## config.mk

```make
export PLATFORM = sky130hd
export DESIGN_NAME = quad_decoder
export DESIGN_NICKNAME = d
export VERILOG_FILES = /design/src/rtl/quad_decoder.sv
export SDC_FILE = /design/constraint.sdc
export NUM_CORES = 1
export LEC_CHECK = 0
export CAP_MARGIN = 25
export CORE_MARGIN = 2
export CORE_UTILIZATION = 30
export DETAILED_ROUTE_END_ITERATION = 8
export GPL_TIMING_DRIVEN = 0
export PLACE_DENSITY_LB_ADDON = 0.3
export SYNTH_ARGS = -nofsm -noshare
export SYNTH_HDL_FRONTEND = slang
export SYNTH_SLANG_ARGS = --single-unit
```

## constraint.sdc

```tcl
create_clock -name Clk -period 5 [get_ports Clk]
set_input_delay 0.5 -clock Clk [delete_from_list [all_inputs] [get_ports Clk]]
set_output_delay 0.5 -clock Clk [all_outputs]
set_load 0.02 [all_outputs]
```

## src/rtl/quad_decoder.sv

```systemverilog
// ============================================================================
//  quad_decoder : x4 quadrature decoder with Z index, PPR measurement,
//                 illegal-transition counting and a coherent snapshot port.
//  Revision     : 1.0
// ============================================================================
`default_nettype none

module quad_decoder #(
  parameter int POS_W = 32,
  parameter int PPR_W = 16,
  parameter int ERR_W = 16,
  parameter bit ZHOME = 1'b0
) (
  input  logic                    Clk,
  input  logic                    rsetN,
  input  logic                    Ai,
  input  logic                    Bi,
  input  logic                    Zi,
  input  logic                    Clr,
  input  logic                    SnapReq,
  output logic signed [POS_W-1:0] Position,
  output logic [31:0]             ZCount,
  output logic [PPR_W-1:0]        PPR,
  output logic                    CycleDone,
  output logic                    Dir,
  output logic [ERR_W-1:0]        ErrCount,
  output logic                    ErrFlag,
  output logic                    SnapValid,
  output logic signed [POS_W-1:0] SnapPos,
  output logic [31:0]             SnapZ,
  output logic [ERR_W-1:0]        SnapErr
);

  localparam logic [POS_W-1:0] c_POS_ONE = POS_W'(1);
  localparam logic [PPR_W-1:0] c_PPR_ONE = PPR_W'(1);
  localparam logic [ERR_W-1:0] c_ERR_ONE = ERR_W'(1);

  logic signed [POS_W-1:0] r_pos;
  logic [31:0]             r_zcount;
  logic [PPR_W-1:0]        r_ppr;
  logic [PPR_W-1:0]        r_edge;
  logic                    r_cycle_done;
  logic                    r_dir;
  logic [ERR_W-1:0]        r_err;
  logic                    r_err_flag;
  logic                    r_snap_valid;
  logic signed [POS_W-1:0] r_snap_pos;
  logic [31:0]             r_snap_z;
  logic [ERR_W-1:0]        r_snap_err;
  logic [1:0]              r_prev_ab;
  logic                    r_prev_z;
  logic                    r_armed;
  logic                    r_zseen;

  logic [1:0] w_ab;
  logic       w_fwd;
  logic       w_rev;
  logic       w_ill;
  logic       w_step;
  logic       w_zrise;

  assign w_ab    = {Ai, Bi};
  assign w_step  = w_fwd | w_rev;
  assign w_zrise = Zi & ~r_prev_z;

  // Gray order 00 -> 10 -> 11 -> 01 is forward; a two-bit change is illegal.
  always_comb begin
    w_fwd = 1'b0;
    w_rev = 1'b0;
    w_ill = 1'b0;
    case ({r_prev_ab, w_ab})
      4'b0010, 4'b1011, 4'b1101, 4'b0100: w_fwd = 1'b1;
      4'b1000, 4'b1110, 4'b0111, 4'b0001: w_rev = 1'b1;
      4'b0011, 4'b1100, 4'b1001, 4'b0110: w_ill = 1'b1;
      default: ;
    endcase
  end

  always_ff @(posedge Clk or negedge rsetN) begin
    if (!rsetN) begin
      r_pos        <= '0;
      r_zcount     <= '0;
      r_ppr        <= '0;
      r_edge       <= '0;
      r_cycle_done <= 1'b0;
      r_dir        <= 1'b0;
      r_err        <= '0;
      r_err_flag   <= 1'b0;
      r_snap_valid <= 1'b0;
      r_snap_pos   <= '0;
      r_snap_z     <= '0;
      r_snap_err   <= '0;
      r_prev_ab    <= 2'b00;
      r_prev_z     <= 1'b0;
      r_armed      <= 1'b0;
      r_zseen      <= 1'b0;
    end else begin
      r_cycle_done <= 1'b0;
      r_snap_valid <= SnapReq;
      r_prev_ab    <= w_ab;
      r_prev_z     <= Zi;
      // Snapshot sees pre-update values, so it is unaffected by Clr.
      if (SnapReq) begin
        r_snap_pos <= r_pos;
        r_snap_z   <= r_zcount;
        r_snap_err <= r_err;
      end
      if (!r_armed) begin
        r_armed <= 1'b1;
      end else if (Clr) begin
        r_pos      <= '0;
        r_zcount   <= '0;
        r_ppr      <= '0;
        r_edge     <= '0;
        r_err      <= '0;
        r_err_flag <= 1'b0;
        r_zseen    <= 1'b0;
      end else begin
        if (w_ill) begin
          if (r_err != '1) r_err <= r_err + c_ERR_ONE;
          r_err_flag <= 1'b1;
        end
        if (w_fwd) begin
          r_pos <= r_pos + c_POS_ONE;
          r_dir <= 1'b1;
        end else if (w_rev) begin
          r_pos <= r_pos - c_POS_ONE;
          r_dir <= 1'b0;
        end
        if (w_zrise) begin
          r_zcount <= r_zcount + 32'd1;
          r_edge   <= w_step ? c_PPR_ONE : '0;
          r_zseen  <= 1'b1;
          if (r_zseen) begin
            r_ppr        <= r_edge;
            r_cycle_done <= 1'b1;
          end
          if (ZHOME) r_pos <= '0;
        end else if (w_step && r_edge != '1) begin
          r_edge <= r_edge + c_PPR_ONE;
        end
      end
    end
  end

  assign Position  = r_pos;
  assign ZCount    = r_zcount;
  assign PPR       = r_ppr;
  assign CycleDone = r_cycle_done;
  assign Dir       = r_dir;
  assign ErrCount  = r_err;
  assign ErrFlag   = r_err_flag;
  assign SnapValid = r_snap_valid;
  assign SnapPos   = r_snap_pos;
  assign SnapZ     = r_snap_z;
  assign SnapErr   = r_snap_err;

endmodule

`default_nettype wire

```

After elaboration in Yosys (flattened, before gate mapping)
Index checks and enable logic that the tools add are counted.
- add/subtract/negate cells: 5
- eq/ne operators: 14
- mux-type cells: 28
- bitwise gates (word level): 4
- reductions and logical operators: 18
- operators with widths (operator ; number):
    $mux 32 ; 5
    $mux 16 ; 9
    $add 32x1->32 const B ; 2
    $add 16x1->16 const B ; 2
    $ne 16x16->1 const B ; 2
    $sub 32x1->32 const B ; 1
    $eq 4x4->1 const B ; 6
    $mux 1 ; 14
    $eq 4x3->1 const B ; 3
    $reduce_or 4->1 ; 3
    $reduce_bool 2->1 ; 5
    $reduce_and 3->1 ; 3
    $eq 4x2->1 const B ; 2
    $reduce_and 2->1 ; 4
    $reduce_bool 3->1 ; 2
    $eq 4x1->1 const B ; 1
    $not 1->1 ; 2
    $and 1x1->1 ; 1
    $logic_and 1x1->1 ; 1
    $or 1x1->1 ; 1
- flip-flop bits (word level): 201
- input bits: 7
- output and inout bits: 180
- logic and storage cells: 85

Depth between registers and ports, before layout
- depth after elaboration: 8
- depth in mapped cells: 12
- gate-level depth less buffers: 12

Worst setup path after synthesis
Ideal clock, no wire load.
- path kind: input port to flip-flop
- from: in Bi
- to: reg r_pos[24], in the netlist Position[24]
- arrival time: 3.587 ns
- data required time: 4.878 ns
- slack: 1.291 ns
- stages on the path: 12
- path through: xnor2_1 -> nand2_1 -> ha_1 -> buf_6 -> a21o_1 -> a21o_1 -> a21o_1 -> a41oi_2 -> nor3_1 -> or3_1 -> or3_1 -> a32o_1
- word-level cells in the longest chain between the ends: 5
- elaborated cells between the ends (all ways): 16
- RTL lines (what ; RTL line ; source):
    start: declaration ; 17 ; input logic Bi,
    $eq 4x2->1, or another cell as far along ; 71 ; case ({r_prev_ab, w_ab})
    $reduce_or 4->1 ; 71 ;
    $mux 1 ; 71 ;
    $reduce_bool 3->1 (no source line) or $mux 32 (tied branches) ; n/a ;
    $reduce_and 2->1 (no source line) or $mux 32 (tied branches) ; n/a ;
    end signal: assignment ; 124 ; r_pos <= r_pos + c_POS_ONE;
    end signal: assignment ; 127 ; r_pos <= r_pos - c_POS_ONE;
    end: declaration ; 38 ; logic signed [POS_W-1:0] r_pos;
Several ways; a longest one is shown, not always the timed one.
A chain may end at the register's enable or synchronous reset.

Worst setup path after layout
- from: in Ai
- to: reg r_pos[24], in the netlist Position[24]
- word-level cells in the longest chain between the ends: 5
- elaborated cells between the ends (all ways): 16
- RTL lines (what ; RTL line ; source):
    start: declaration ; 16 ; input logic Ai,
    $eq 4x2->1, or another cell as far along ; 71 ;
    $reduce_or 4->1 ; 71 ;
    $mux 1 ; 71 ;
    $reduce_bool 3->1 (no source line) or $mux 32 (tied branches) ; n/a ;
    $reduce_and 2->1 (no source line) or $mux 32 (tied branches) ; n/a ;
Several ways; a longest one is shown, not always the timed one.

==> reports/metrics.csv <==
metric,value,unit
syn_nets,993,
synth_area,0.0100,sq mm
cellPowerDensity,502,mW/mm^2
setup_viol,0,
synth_cell_type_count,62,
initial_core_util,30.6,%
io_buffer_count,185,
dr_total_vias,8167,
fin_nets,1209,
grt_antenna_before_repair,0,
rsz0062_at_grt,false,
skew,0.0156,ns
synth_area_leader_cell,dfrtp_1,
numCtsBuffers,25,
grt_util_all_layers,15.6,%
layout_commonest_cell,dfrtp_1,
overflow,0,
timing.fmax,236,MHz
max_cap_violations,0,
cts_setup_buffers,0,
syn_inst,952,
synth-main-ff-cell,dfrtp_1,
hold_start,SnapReq,
syn_to_final_growth,33.5,%
clock_path_buffers,3,
tritoncts,yes,
die-area,0.0349,sq mm
grt-busiest-layer,met2,
final_cell_mix,"201 x dfrtp_1, 184 x clkdlybuf4s50_1, 90 x nand2_1, 87 x o21ai_0, 80 x mux2_2",
ioPinCount,187,
grt_use_met3,2.36,%
fin_crit_sh,84.6,%
status,"finished, final reports clean",
synth_top_area_share,50.1,%
num_rows,66,
dr.first_iter.drc_count,535,
first_global_vias,7851,
power,6.73,mW
gp_congestion,0.855,
dp.final_hpwl,20100,um
slowest_stage,nand2_1,
worst-setup-path-type,in -> reg,
leakage,5.93,nW
min_path_type,in -> reg,
pre_cts_ws,0.322,ns
instances_no_fill,1627,
diodes,0,
cts_hold_buffers,1,
async_reset_ff_share,100,%
first_pass_iters,5,
crit_arrival,4.62,ns
remaining_drc_errors,0,
fin_area,0.0134,sq mm
fp.dieH,187,um
synth_edf_count,0,
p_clk_share,28.1,%
wl,27600,um
n_fill_cell,3255,
die_w,187,um
slew_headroom,42.8,%
core_area,0.0328,sq mm
gr-usage-met2,23.8,%
worst_path_most_repeated_cell,a21o_1,
rrSetupSlack,0.88,ns
clk_latency,0.52,ns
period_needed,4.23,ns
p_int,4.28,mW
rr_startpoint,r_prev_ab[1],
ir_worst_vdd,0.390,mV
placed_cells,1582,
cts-root-buf,clkbuf_16,
via_per_inst,5.02,
swShare,36.4,%
cts_max_level,1,
placed_area,0.0125,sq mm
synth_warnings,0,
drive_gt1_share,12.0,%
yosys_register_bits,201,
grt_max_degree,86,
start_kind,input pin,
cts_resized,0,
synthTopCellsByArea,"dfrtp_1 50%, mux2_2 9.0%, o21ai_0 4.3%",
tightest_slew,0.856,ns
cp.required,5.39,ns
fin_ws,0.772,ns
drv_slew,0,
power_switching,2.45,mW
grt_pass1_wl,44700,um
routedWlPerCell,17.0,um
avgSynthCellArea,10.5,sq um
crit_start,Ai,
met1_usage,22.8,%
cts_sinks,201,
critical_path.cell_chain,clkdlybuf4s50_1 -> xor2_1 -> nand2_1 -> buf_16 -> ha_1 -> a21o_1 -> a21o_1 -> a21oi_1 -> nor3b_1 -> a21o_1 -> nor4b_1 -> or3_1 -> a32o_1,
crit_path_end_kind,register,
ys_seq_area_share,50.1,%
max_stage_delay,0.56,ns
p_comb_share,40.7,%
seq_power_share,31.2,%
antenna_left,0,
clk_pin_slew_worst_paths,0.05,ns
path_max_fanout,19,
final_hold_viol_count,0,
==> kinds of logic (layout without fill, tap and decap cells) <==
kind of cell	Yosys count	count (layout)	share of synthesized area, %
other cells	1	1	0.0374
fa+ha+maj	34	34	4.31
mux	83	83	9.27
xor+xnor	58	58	5.06
buf+inv	56	289	2.21
compound gates	231	231	14.8
flops	201	201	50.1
simple gates	288	288	14.2
==> final timing paths <==
check                                    end  cells after the start
worst max-delay path            Position[24]                     13
worst min-delay path               SnapValid                      1
worst max register to register  Position[24]                     12
worst min register to register           Dir                      2
max in group asynchronous          SnapZ[16]                      4
min in group asynchronous        SnapPos[13]                      2
==> synthesized netlist by cell type (all sizes together), types with 2 or more instances <==
cell type	n
dfrtp	201
nand2	90
o21ai	87
mux2	80
nor2	58
clkbuf	44
a21oi	40
xor2	40
ha	33
nand4	30
nand3	25
a22o	23
a21o	21
and3	20
xnor2	18
a31oi	14
nor3	14
and2	10
inv	10
or3	10
nor2b	7
o2bb2ai	7
and4	6
or2	6
a211oi	5
nand2b	5
o21bai	4
o22ai	4
o31ai	4
a311oi	3
mux2i	3
o21a	3
a211o	2
a32o	2
buf	2
o311a	2
o41ai	2
or4	2
==> metal layers <==
| metal | vias to the layer above | routed length (um) |
|---|---|---|
| li1 | 3899 | - |
| met3 | 41 | 1360 |
| met1 | 4005 | 13400 |
| met2 | 222 | 12100 |
| met5 | - | 0 |
| met4 | 0 | 724 |
==> through the flow <==
stage	util [%]	setup TNS (ns)	hold WS (ns)
global placement	38.0	-1093.45	0.472
global route	40.9	0	0.447
floorplan	-	0	0.204
CTS	40.9	0	0.433
detailed placement	38.2	0	0.426
finish	40.9	0	0.458
==> state kept, by name, summed over array words and instances (netlist names) <==
| signal | cells |
|---|---|
| r_prev_z | 1 |
| ErrFlag | 1 |
| r_prev_ab | 2 |
| SnapPos | 32 |
| r_zseen | 1 |
| SnapValid | 1 |
| SnapZ | 32 |
| Position | 32 |
| r_armed | 1 |
| CycleDone | 1 |
| ErrCount | 16 |
| ZCount | 32 |
| PPR | 16 |
| SnapErr | 16 |
| r_edge | 16 |
| Dir | 1 |
==> area by class of cell <==
cell class                 count  area [sq um]  share of cell area [%]
multi-input combinational    695          4790                    35.7
timing repair buffer         189          1950                    14.5
clock inverter                10           155                    1.16
inverter                      10          37.5                   0.280
buffer                        46           184                    1.37
tap                          442           553                    4.13
sequential                   201          5030                    37.5
clock buffer                  34           709                    5.29
==> power by group through the flow <==
stage / clock network [mW] / registers (mW) / logic (mW)
3_3_place_gp: 0 / 2.13 / 2.70
3_5_place_dp: 0 / 2.14 / 2.72
6_report: 1.89 / 2.10 / 2.74
4_1_cts: 1.95 / 2.11 / 2.74
2_1_floorplan: 0 / 2.36 / 1.51
5_1_grt: 2.01 / 2.15 / 3.01
==> critical path: cells and delay by family <==
kind / cells / cell delay, ns
AOI/OAI and AO/OA: 5 / 1.27
buffers and inverters: 2 / 0.93
adders and majority gates: 1 / 0.35
xor gates and xnor gates: 1 / 0.22
and+or+nand+nor: 4 / 1.33
Power figures use the tool's default switching activity.
